$ cat config.mk
export PLATFORM = sky130hd
export DESIGN_NAME = pixel_word_packer
export DESIGN_NICKNAME = d
export VERILOG_FILES = /design/src/rtl/pixel_word_packer.sv
export SDC_FILE = /design/constraint.sdc
export NUM_CORES = 1
export LEC_CHECK = 0
export CAP_MARGIN = 30
export CORE_UTILIZATION = 56
export DETAILED_ROUTE_END_ITERATION = 7
export PLACE_DENSITY = 0.86
export REMOVE_ABC_BUFFERS = 1
export SLEW_MARGIN = 20
export SYNTH_ARGS = -nofsm -noshare
export SYNTH_HDL_FRONTEND = slang
export SYNTH_SLANG_ARGS = --single-unit
$ cat constraint.sdc
create_clock -name clk -period 4.3 [get_ports clk]
set_input_delay 0.86 -clock clk [delete_from_list [all_inputs] [get_ports clk]]
set_output_delay 0.86 -clock clk [all_outputs]
set_load 0.01 [all_outputs]
$ cat src/rtl/pixel_word_packer.sv
// Packs a narrow AXI4-Stream pixel stream into wide words with keep masks.
// s_axis_*: pixel in (tuser=eol, tlast=eof); m_axis_*: packed word out; clear_err/line_len_err: sticky line-length flag.
module pixel_word_packer #(
  parameter int PIXEL_WIDTH           = 8,
  parameter int PIXELS_PER_WORD       = 4,
  parameter int LANE_LOG2             = 2,
  parameter int IMAGE_WIDTH_SIZE      = 512,
  parameter int IMAGE_WIDTH_LOG2_SIZE = 9
) (
  input  logic                                   clk,
  input  logic                                   rst,
  input  logic                                   s_axis_tvalid,
  input  logic [PIXEL_WIDTH-1:0]                 s_axis_tdata,
  output logic                                   s_axis_tready,
  input  logic                                   s_axis_tuser,
  input  logic                                   s_axis_tlast,
  output logic                                   m_axis_tvalid,
  output logic [PIXEL_WIDTH*PIXELS_PER_WORD-1:0] m_axis_tdata,
  output logic [PIXELS_PER_WORD-1:0]             m_axis_tkeep,
  input  logic                                   m_axis_tready,
  output logic                                   m_axis_tuser,
  output logic                                   m_axis_tlast,
  input  logic                                   clear_err,
  output logic                                   line_len_err
);

  localparam int PW  = PIXEL_WIDTH;
  localparam int PPW = PIXELS_PER_WORD;
  localparam int CW  = IMAGE_WIDTH_LOG2_SIZE + 1;

  localparam logic [LANE_LOG2-1:0] LAST_LANE = '1;
  localparam logic [LANE_LOG2-1:0] LANE_ONE  = 1;
  localparam logic [CW-1:0]        CNT_ONE   = 1;
  localparam logic [CW:0]          LEN_ONE   = 1;
  localparam logic [CW:0]          EXP_LEN   = IMAGE_WIDTH_SIZE[CW:0];

  logic [LANE_LOG2-1:0] lane;
  logic [PW-1:0]        acc [PPW-1];
  logic [CW-1:0]        pcnt;

  logic              accept;
  logic              line_end;
  logic              complete;
  logic [PW*PPW-1:0] word_d;
  logic [PPW-1:0]    keep_d;
  logic [CW:0]       line_len;

  assign s_axis_tready = !m_axis_tvalid || m_axis_tready;
  assign accept        = s_axis_tvalid && s_axis_tready;
  assign line_end      = s_axis_tuser || s_axis_tlast;
  assign complete      = accept && (lane == LAST_LANE || line_end);
  assign line_len      = {1'b0, pcnt} + LEN_ONE;

  // Lanes below the current one come from the accumulator, the current
  // lane takes the incoming pixel, lanes above are zero-filled.
  always_comb begin
    word_d = '0;
    keep_d = '0;
    for (int i = 0; i < PPW - 1; i++) begin
      if (LANE_LOG2'(i) < lane)
        word_d[i*PW +: PW] = acc[i];
      else if (LANE_LOG2'(i) == lane)
        word_d[i*PW +: PW] = s_axis_tdata;
      keep_d[i] = (LANE_LOG2'(i) <= lane);
    end
    if (lane == LAST_LANE) begin
      word_d[(PPW-1)*PW +: PW] = s_axis_tdata;
      keep_d[PPW-1]            = 1'b1;
    end
  end

  // Pixel storage needs no reset: lanes at or above `lane` are never read.
  always_ff @(posedge clk) begin
    for (int i = 0; i < PPW - 1; i++)
      if (accept && !complete && lane == LANE_LOG2'(i))
        acc[i] <= s_axis_tdata;
  end

  always_ff @(posedge clk) begin
    if (rst) begin
      lane          <= '0;
      pcnt          <= '0;
      line_len_err  <= 1'b0;
      m_axis_tvalid <= 1'b0;
      m_axis_tdata  <= '0;
      m_axis_tkeep  <= '0;
      m_axis_tuser  <= 1'b0;
      m_axis_tlast  <= 1'b0;
    end else begin
      if (complete) begin
        lane          <= '0;
        m_axis_tvalid <= 1'b1;
        m_axis_tdata  <= word_d;
        m_axis_tkeep  <= keep_d;
        m_axis_tuser  <= s_axis_tuser;
        m_axis_tlast  <= s_axis_tlast;
      end else begin
        if (accept)
          lane <= lane + LANE_ONE;
        if (m_axis_tvalid && m_axis_tready)
          m_axis_tvalid <= 1'b0;
      end

      if (accept) begin
        if (line_end)
          pcnt <= '0;
        else if (pcnt != '1)
          pcnt <= pcnt + CNT_ONE;
      end

      // A new error outranks a same-cycle clear.
      if (accept && line_end && line_len != EXP_LEN)
        line_len_err <= 1'b1;
      else if (clear_err)
        line_len_err <= 1'b0;
    end
  end

endmodule
=== After elaboration in Yosys (flattened, before gate mapping) ===
Memories as Yosys holds them, arrays and structs flattened.
Index checks and enable logic that the tools add are counted.

* $lt $le $gt $ge: 6
* Equality and inequality tests: 7
* Multiplexer cells: 26
* Add/sub/neg operators: 3
* Reductions and logical operators: 22

{| class="wikitable"
|+ Operators by type and width
! cell !! count
|-
| $mux W8 || 9
|-
| $mux W10 || 2
|-
| $reduce_or A8 Y1 || 2
|-
| $mux W1 || 13
|-
| $add A10 B1 Y11 const B || 1
|-
| $ne A11 B10 Y1 const B || 1
|-
| $add A10 B1 Y10 const B || 1
|-
| $ne A10 B10 Y1 const B || 1
|-
| $logic_and A1 B1 Y1 || 9
|-
| $reduce_bool A2 Y1 || 3
|-
| $eq A2 B2 Y1 const B || 2
|-
| $le A1 B2 Y1 const A || 2
|-
| $lt A1 B2 Y1 const A || 2
|-
| $mux W2 || 2
|-
| $logic_or A1 B1 Y1 || 3
|-
| $add A2 B1 Y2 const B || 1
|-
| $eq A1 B2 Y1 const A || 1
|-
| $eq A2 B1 Y1 const B || 1
|-
| $eq A2 B2 Y1 const A || 1
|-
| $le A2 B2 Y1 const A || 1
|-
| $logic_not A1 Y1 || 2
|-
| $logic_not A2 Y1 || 1
|-
| $lt A2 B2 Y1 const A || 1
|-
| $reduce_and A2 Y1 || 1
|-
| $reduce_or A2 Y1 || 1
|}

* Bits in registers: 52
* Memory bits (writable): 24
* Output and inout port bits: 41
* Memories kept: 1
* Input bits: 15
* Logic and storage cells: 73

{| class="wikitable"
|+ Memory list
! name !! words !! bits a word !! rd ports !! clocked after Yosys merged registers in !! wr ports !! line !! source
|-
| acc || 3 || 8 || 3 || 0 || 1 || 38 || <nowiki>logic [PW-1:0] acc [PPW-1];</nowiki>
|}

=== Depth between registers and ports, before layout ===
Gate-level depths: netlist (run 1).

* Word-level depth: 12
* Gate-level depth with buffers: 7
* Gate-level depth less buffers: 6

=== Worst setup path before layout (run 1) ===
No wires, ideal clock.

* Path kind: input to register
* Start: in s_axis_tlast
* End: mem acc[0][16] (netlist bit), enable pin
* Path buffers: 0
* Required time: 3.915 ns
* Setup slack: 1.868 ns
* Stages on the path: 3
* Data arrival time: 2.047 ns
* Library setup time: 0.385 ns
* Cells stage by stage: nor2_1 nand3_1 nor3b_1

* Cells in the longest elaborated chain, start to end: 11
* Elaborated cells on any way between the ends: 20
* Classes of those cells: 10 x mux; 10 x reduce/logical

{| class="wikitable"
|+ Ends and longest elaborated chain
! element !! line !! source
|-
| from (decl) || 16 || <nowiki>input logic s_axis_tlast,</nowiki>
|-
| $logic_or A1 B1 Y1 (*) || 50 || <nowiki>assign line_end = s_axis_tuser || s_axis_tlast;</nowiki>
|-
| $logic_or A1 B1 Y1 (*) || 51 || <nowiki>assign complete = accept && (lane == LAST_LANE || line_end);</nowiki>
|-
| $logic_and A1 B1 Y1 (*) || 51 ||
|-
| $logic_not A1 Y1 (*) || 75 || <nowiki>if (accept && !complete && lane == LANE_LOG2'(i))</nowiki>
|-
| $logic_and A1 B1 Y1 (*) || 75 ||
|-
| $logic_and A1 B1 Y1 || 75 ||
|-
| $mux W1 || 75 ||
|-
| $mux W1 (not written as such) || 76 || <nowiki>acc[i] <= s_axis_tdata;</nowiki>
|-
| $reduce_or A8 Y1 (no line) || n/a ||
|-
| $mux W2 (no line) / $mux W1 (equally long branches) (2 in a row) || n/a ||
|-
| to (decl) || 38 ||
|}

Mark *: on every way between the ends. The rest lies on a longest branch, timed or not.

=== Final worst setup path (run 1) ===
* Start: in m_axis_tready
* End: out s_axis_tready

* Cells in the longest elaborated chain, start to end: 1

{| class="wikitable"
|+ Ends and longest elaborated chain
! element !! line !! source
|-
| from (decl) || 20 || <nowiki>input logic m_axis_tready,</nowiki>
|-
| $logic_or A1 B1 Y1 || 48 || <nowiki>assign s_axis_tready = !m_axis_tvalid || m_axis_tready;</nowiki>
|-
| to (decl) || 14 || <nowiki>output logic s_axis_tready,</nowiki>
|}

Every way passes these cells.

==> flow_summary.toml, run 1 <==
[routing]
remaining_drc_errors = 0
wl_per_cell_um = 15.6
drt_wl_total_um = 6660
wl_met3_um = 471
postRouteAntennaNets = 0
dr.pass1.iters = 4
routed.top_layer = "met4"
vias = 2440
routed-wl-met2_um = 3120
m1WireLength_um = 2930
avgViaCountPerCell = 5.73
drt-initial-drc-count = 194

[clock_tree]
post-cts-setup-buffers = 0
cts_tree = "built"
cts_buffers = 9
cts_repair_resize_count = 0
clk_pin_slew_ns = 0.07
clock-root-buffer = "clkbuf_8"
clockBufferDepth = 2
clock-sinks = 76
htreeDepth = 3
hold_buffers = 0
clk_latency_ns = 0.35

[status]
outcome = "finished clean"

[synth]
ys_seq_area_frac = 0.571
synth-seq-cells = 76
synth_cell_type_count = 43
avgSynthCellArea_um2 = 10.5
synth_area_um2 = 3090
ys_warn_count = 0
netlist_instances = 295

[power]
power_uw = 1490
p_leak_uw = 0.00145
worst_ir_drop_vdd_mv = 0.221
power_density_nw_per_um2 = 383

[global_route]
grt_usage = 0.250
grt_pass1_vias = 2276
grt_max_degree = 35
overflow = 0
antenna_found_initial = 0
grt_pass1_wl_um = 11200

[layout]
drive_gt1_frac = 0.0787
utilization = 0.749
fin_area_um2 = 3900
syn_to_final_growth_pct = 26.3
antenna_cells = 0
final_nets = 372

[floorplanning]
rows = 26
initial_core_util = 0.593
ios = 56
die_y_um = 76.2
die_w_um = 76.2
core_area_um2 = 5200
die_area_um2 = 5810

[timing]
drv_slew = 0
finalCritPeriodShare = 0.680
fin_setup_tns_ns = 0
holdWs_ns = 0.476
grt_setup_unrepaired = "no"
min_period_ns = 2.92
worst_pin_slew_ns = 0.580
skew_ns = 0.00853
setup_viol = 0
fmax_mhz = 342
max-slew-margin-rel = 0.613
finalHoldViolCount = 0

[flow_run]
maxCapViolCount = 0

[place]
port_buffers = 55
placed_cell_area_um2 = 3700
place.gp.congestion = 0.881
dp_hpwl_um = 4510

[worst_setup_path]
crit_top_cell = "clkdlybuf4s50_1"
worst_ep_required_time_ns = 3.44
slowest_stage = "clkdlybuf4s50_1"
cp.arrival_ns = 2.06
crit_buf_inv = 2
path_max_fanout = 5
crit_path_end_kind = "primary output"
worstSetupPathType = "in2out"
slowest_delay_ns = 0.57
crit_chain = "clkdlybuf4s50_1 -> nand2b_1 -> clkdlybuf4s50_1"
cp-start-kind = "primary input"
cp_top_family = "buffers and inverters"

[worst_hold_path]
hp-class = "reg2reg"
[report_power, final]
group / internal [µW] / switching [µW] / leakage, µW / total (µW)
Combinational: 88.8 / 93.3 / 0.000718 / 182
Sequential: 767 / 15.4 / 0.000642 / 782
Clock: 271 / 256 / 0.0000905 / 527
[final cells by class]
type	count	area, µm²
Sequential cell	76	1760
Clock inverter	5	60.1
Clock buffer	11	131
Inverter	4	15.0
Fill cell	385	1310
Tap cell	70	87.6
Timing Repair Buffer	62	601
Multi-Input combinational cell	198	1240
[sequential cells by signal, summed over array words and instances, names as in the netlist]
register	cells
m_axis_tuser	1
m_axis_tdata	32
m_axis_tvalid	1
lane	2
m_axis_tlast	1
m_axis_tkeep	4
acc	24
line_len_err	1
pcnt	10
[final timing paths]
path / start / endpoint / slack [ns] / cells past startpoint
min: m_axis_tlast$_SDFFE_PP0P_ / m_axis_tlast$_SDFFE_PP0P_ / 0.48 / 2
min reg2reg: m_axis_tlast$_SDFFE_PP0P_ / m_axis_tlast$_SDFFE_PP0P_ / 0.48 / 2
max: m_axis_tready / s_axis_tready / 1.38 / 3
max reg2reg: lane[1]$_SDFFE_PP0P_ / m_axis_tdata[19]$_SDFFE_PP0P_ / 2.07 / 5
[synthesized netlist by cell type (all sizes together)]
library cell,n,area [µm²]
dfxtp,52,1040
nor2,43,161
nor3,27,151
edfxtp,24,721
a211oi,19,143
nand2,16,60.1
clkbuf,11,41.3
mux2i,11,110
a21oi,10,50.1
a22o,10,88.8
and3,9,57.6
a221oi,6,52.6
buf,6,26.3
ha,6,75.1
nand3,6,42.5
o21ai,6,30.0
inv,4,15.0
nand2b,3,18.8
nor3b,3,22.5
xnor2,3,26.3
a22oi,2,15.0
nor2b,2,12.5
o21a,2,15.0
or3,2,12.5
a21o,1,7.51
a221o,1,10.0
a311oi,1,8.76
and2,1,6.26
and4,1,10.0
nand3b,1,7.51
nand4,1,6.26
o211ai,1,7.51
o221ai,1,8.76
o2bb2ai,1,8.76
or2,1,6.26
or4b,1,10.0
[cells by family after synthesis]
logic type,Yosys count,synth area share
adder cells (fa/ha/maj),6,0.0243
buffers and inverters,21,0.0268
XOR/XNOR,3,0.00851
flip-flops,76,0.571
AND/OR/NAND/NOR,117,0.190
multiplexers,11,0.0357
AO/OA/AOI/OAI,61,0.144
[placed cells by master, fill, tap and decap left out, drive strengths merged, types with 2 or more instances in the layout]
master | netlist | final
or3 | 2 | 2
o21ai | 6 | 6
a221oi | 6 | 6
dfxtp | 52 | 52
ha | 6 | 6
nor3 | 27 | 27
edfxtp | 24 | 24
nor2b | 2 | 2
a22o | 10 | 10
nand2b | 3 | 3
nor2 | 43 | 43
xnor2 | 3 | 3
clkdlybuf4s50 | 0 | 55
nor3b | 3 | 3
clkinvlp | 0 | 2
a211oi | 19 | 19
inv | 4 | 6
clkbuf | 11 | 12
a21oi | 10 | 10
buf | 6 | 6
o21a | 2 | 2
mux2i | 11 | 11
a22oi | 2 | 2
nand2 | 16 | 16
and3 | 9 | 9
nand3 | 6 | 6
[per-layer routing]
| metal | GRT usage | vias to the layer above |
|---|---|---|
| met4 | 0.127 | 0 |
| met5 | 0 | - |
| met2 | 0.364 | 97 |
| met1 | 0.350 | 1127 |
| li1 | - | 1201 |
| met3 | 0.0539 | 15 |
[worst register-to-register path, delay by kind of cell, from the launching register on]
family / cells / cell delay, ns
adder cells (fa/ha/maj): 1 / 0.61
buffers and inverters: 1 / 0.25
flip-flops: 1 / 0.56
AO/OA/AOI/OAI: 2 / 0.60
AND/OR/NAND/NOR: 1 / 0.09
[per-stage QoR]
stage	setup slack [ns]	cells
after detailed placement	1.10	409
final	1.38	426
after CTS	1.38	425
after floorplan	1.54	278
after global placement	1.23	409
after global routing	1.32	426
Power figures use the tool's default switching activity.
==> inputs of run 2 (changes only) <==
- CORE_UTILIZATION: 56 -> 47
- PLACE_DENSITY: 0.86 -> 0.78
- clock period: 4.3 -> 2.5 ns (I/O delays scaled with it)
==> flow_summary.toml, run 2 (synthesis results as in run 1) <==
[layout]
final_nets = 378
drive_gt1_frac = 0.0967
reg.largest.list = "m_axis_tdata: 32 flops, acc: 24 flops, pcnt: 10 flops"
fin_cells = 439
mostFrequentLayoutCells = "clkdlybuf4s50_1, dfxtp_1, nor2_1"
antenna_cells = 0
final_common_cell = "clkdlybuf4s50_1"
syn_to_final_growth_pct = 28.4
largest_register_ffs = 32
utilization = 0.624
regMostFlops = "m_axis_tdata"

[global_route]
grt_pass1_wl_um = 11500
overflow = 0
grt_pass1_vias = 2325
grt_max_degree = 23
grt_usage = 0.208
antenna_found_initial = 0

[floorplanning]
initial_core_util = 0.486
die_area_um2 = 6900
core_area_um2 = 6350
die_y_um = 83.0
die_w_um = 83.0
ios = 56
rows = 29

[routing]
drt-initial-drc-count = 153
avgViaCountPerCell = 5.49
postRouteAntennaNets = 0
dr.pass1.iters = 4
vias = 2408
wl_per_cell_um = 15.5
remaining_drc_errors = 0
drt_wl_total_um = 6810

[clock_tree]
clock-sinks = 76
clockBufferDepth = 2
cts_repair_resize_count = 0
hold_buffers = 0
clk_pin_slew_ns = 0.07
cts_buffers = 9
clock-root-buffer = "clkbuf_8"
htreeDepth = 3
post-cts-setup-buffers = 0
clk_latency_ns = 0.34
cts_tree = "built"

[worst_setup_path]
crit_top_cell = "clkdlybuf4s50_1"
slowest_delay_ns = 0.57
crit_path_end_kind = "primary output"
cp-start-kind = "primary input"
crit_chain = "clkdlybuf4s50_1 -> nand2b_1 -> clkdlybuf4s50_1"
cp.arrival_ns = 1.70
slowest_stage = "clkdlybuf4s50_1"
crit_path_start = "m_axis_tready"
worstSetupPathType = "in2out"
r2r_start = "pcnt[0]$_SDFFE_PP0P_"
path_max_fanout = 5
worst_ep_required_time_ns = 2.00

[flow_run]
maxCapViolCount = 0

[timing]
grt_setup_unrepaired = "no"
worst_pin_slew_ns = 0.624
setup_viol = 0
skew_ns = 0.00486
fin_setup_tns_ns = 0
finalCritPeriodShare = 0.881
max-slew-margin-rel = 0.583
worst_slack_ns = 0.298
finalHoldViolCount = 0
drv_slew = 0
fmax_mhz = 454
holdWs_ns = 0.465
min_period_ns = 2.20

[worst_hold_path]
hold_start = "m_axis_tlast$_SDFFE_PP0P_"
hp-class = "reg2reg"

[power]
internal_power_uw = 1940
power_frac_clock = 0.359
worst_ir_drop_vdd_mv = 0.401
power_density_nw_per_um2 = 654
switching_share = 0.251
p_leak_uw = 0.00149
p_switching_uw = 651
seqPwrFrac = 0.518
p_comb_frac = 0.123

[status]
outcome = "finished clean"

[place]
place.gp.congestion = 0.878
dp.cells = 423
port_buffers = 55
dp_slack_ns = 0.151
dp_hpwl_um = 4850
run 2: stage by stage:
stage          instance area, µm²  power [µW]
2_1_floorplan                3020        1520
6_report                     3960        2590
3_5_place_dp                 3760        1690
5_1_grt                      3960        2700
4_1_cts                      3960        2610
3_3_place_gp                 3760        1680
run 2: metal layers:
layer  GRT usage  up-vias  wire length [µm]
met1       0.282     1137              3220
met5           0        -                 0
li1            -     1209                 -
met4      0.0721        0                70
met2       0.334       55              3230
met3      0.0388        7               290
run 2: critical path, delay by kind of cell:
family,cells,cell delay [ns]
buffers and inverters,2,1.02
and+or+nand+nor,1,0.19
run 2: cell type report:
cell class	count	area [µm²]
tap	77	96.3
timing repair buffer	68	648
clock buffer	9	124
sequential	76	1760
fill	503	2390
clock inverter	7	76.3
multi-input combinational	198	1240
inverter	4	15.0
run 2: worst paths after layout:
path / depth (start not counted) / endpoint / slack, ns
setup reg to reg: 6 / line_len_err$_SDFFE_PP0P_ / 0.43
hold reg to reg: 2 / m_axis_tlast$_SDFFE_PP0P_ / 0.46
hold / removal: 2 / m_axis_tlast$_SDFFE_PP0P_ / 0.46
setup / recovery: 3 / s_axis_tready / 0.30
run 2: power groups by stage:
stage          registers (µW)  logic, µW  clock network [µW]
2_1_floorplan            1390        130                   0
3_3_place_gp             1370        311                   0
3_5_place_dp             1370        319                   0
4_1_cts                  1340        321                 948
5_1_grt                  1350        349                1000
6_report                 1340        319                 931
==> inputs of run 3 (changes only) <==
- CAP_MARGIN: 30 -> 20
- CTS_CLUSTER_DIAMETER: unset -> 120
==> results of run 3 <==
No change in the layout: final DEF, timing and power equal those of run 2.
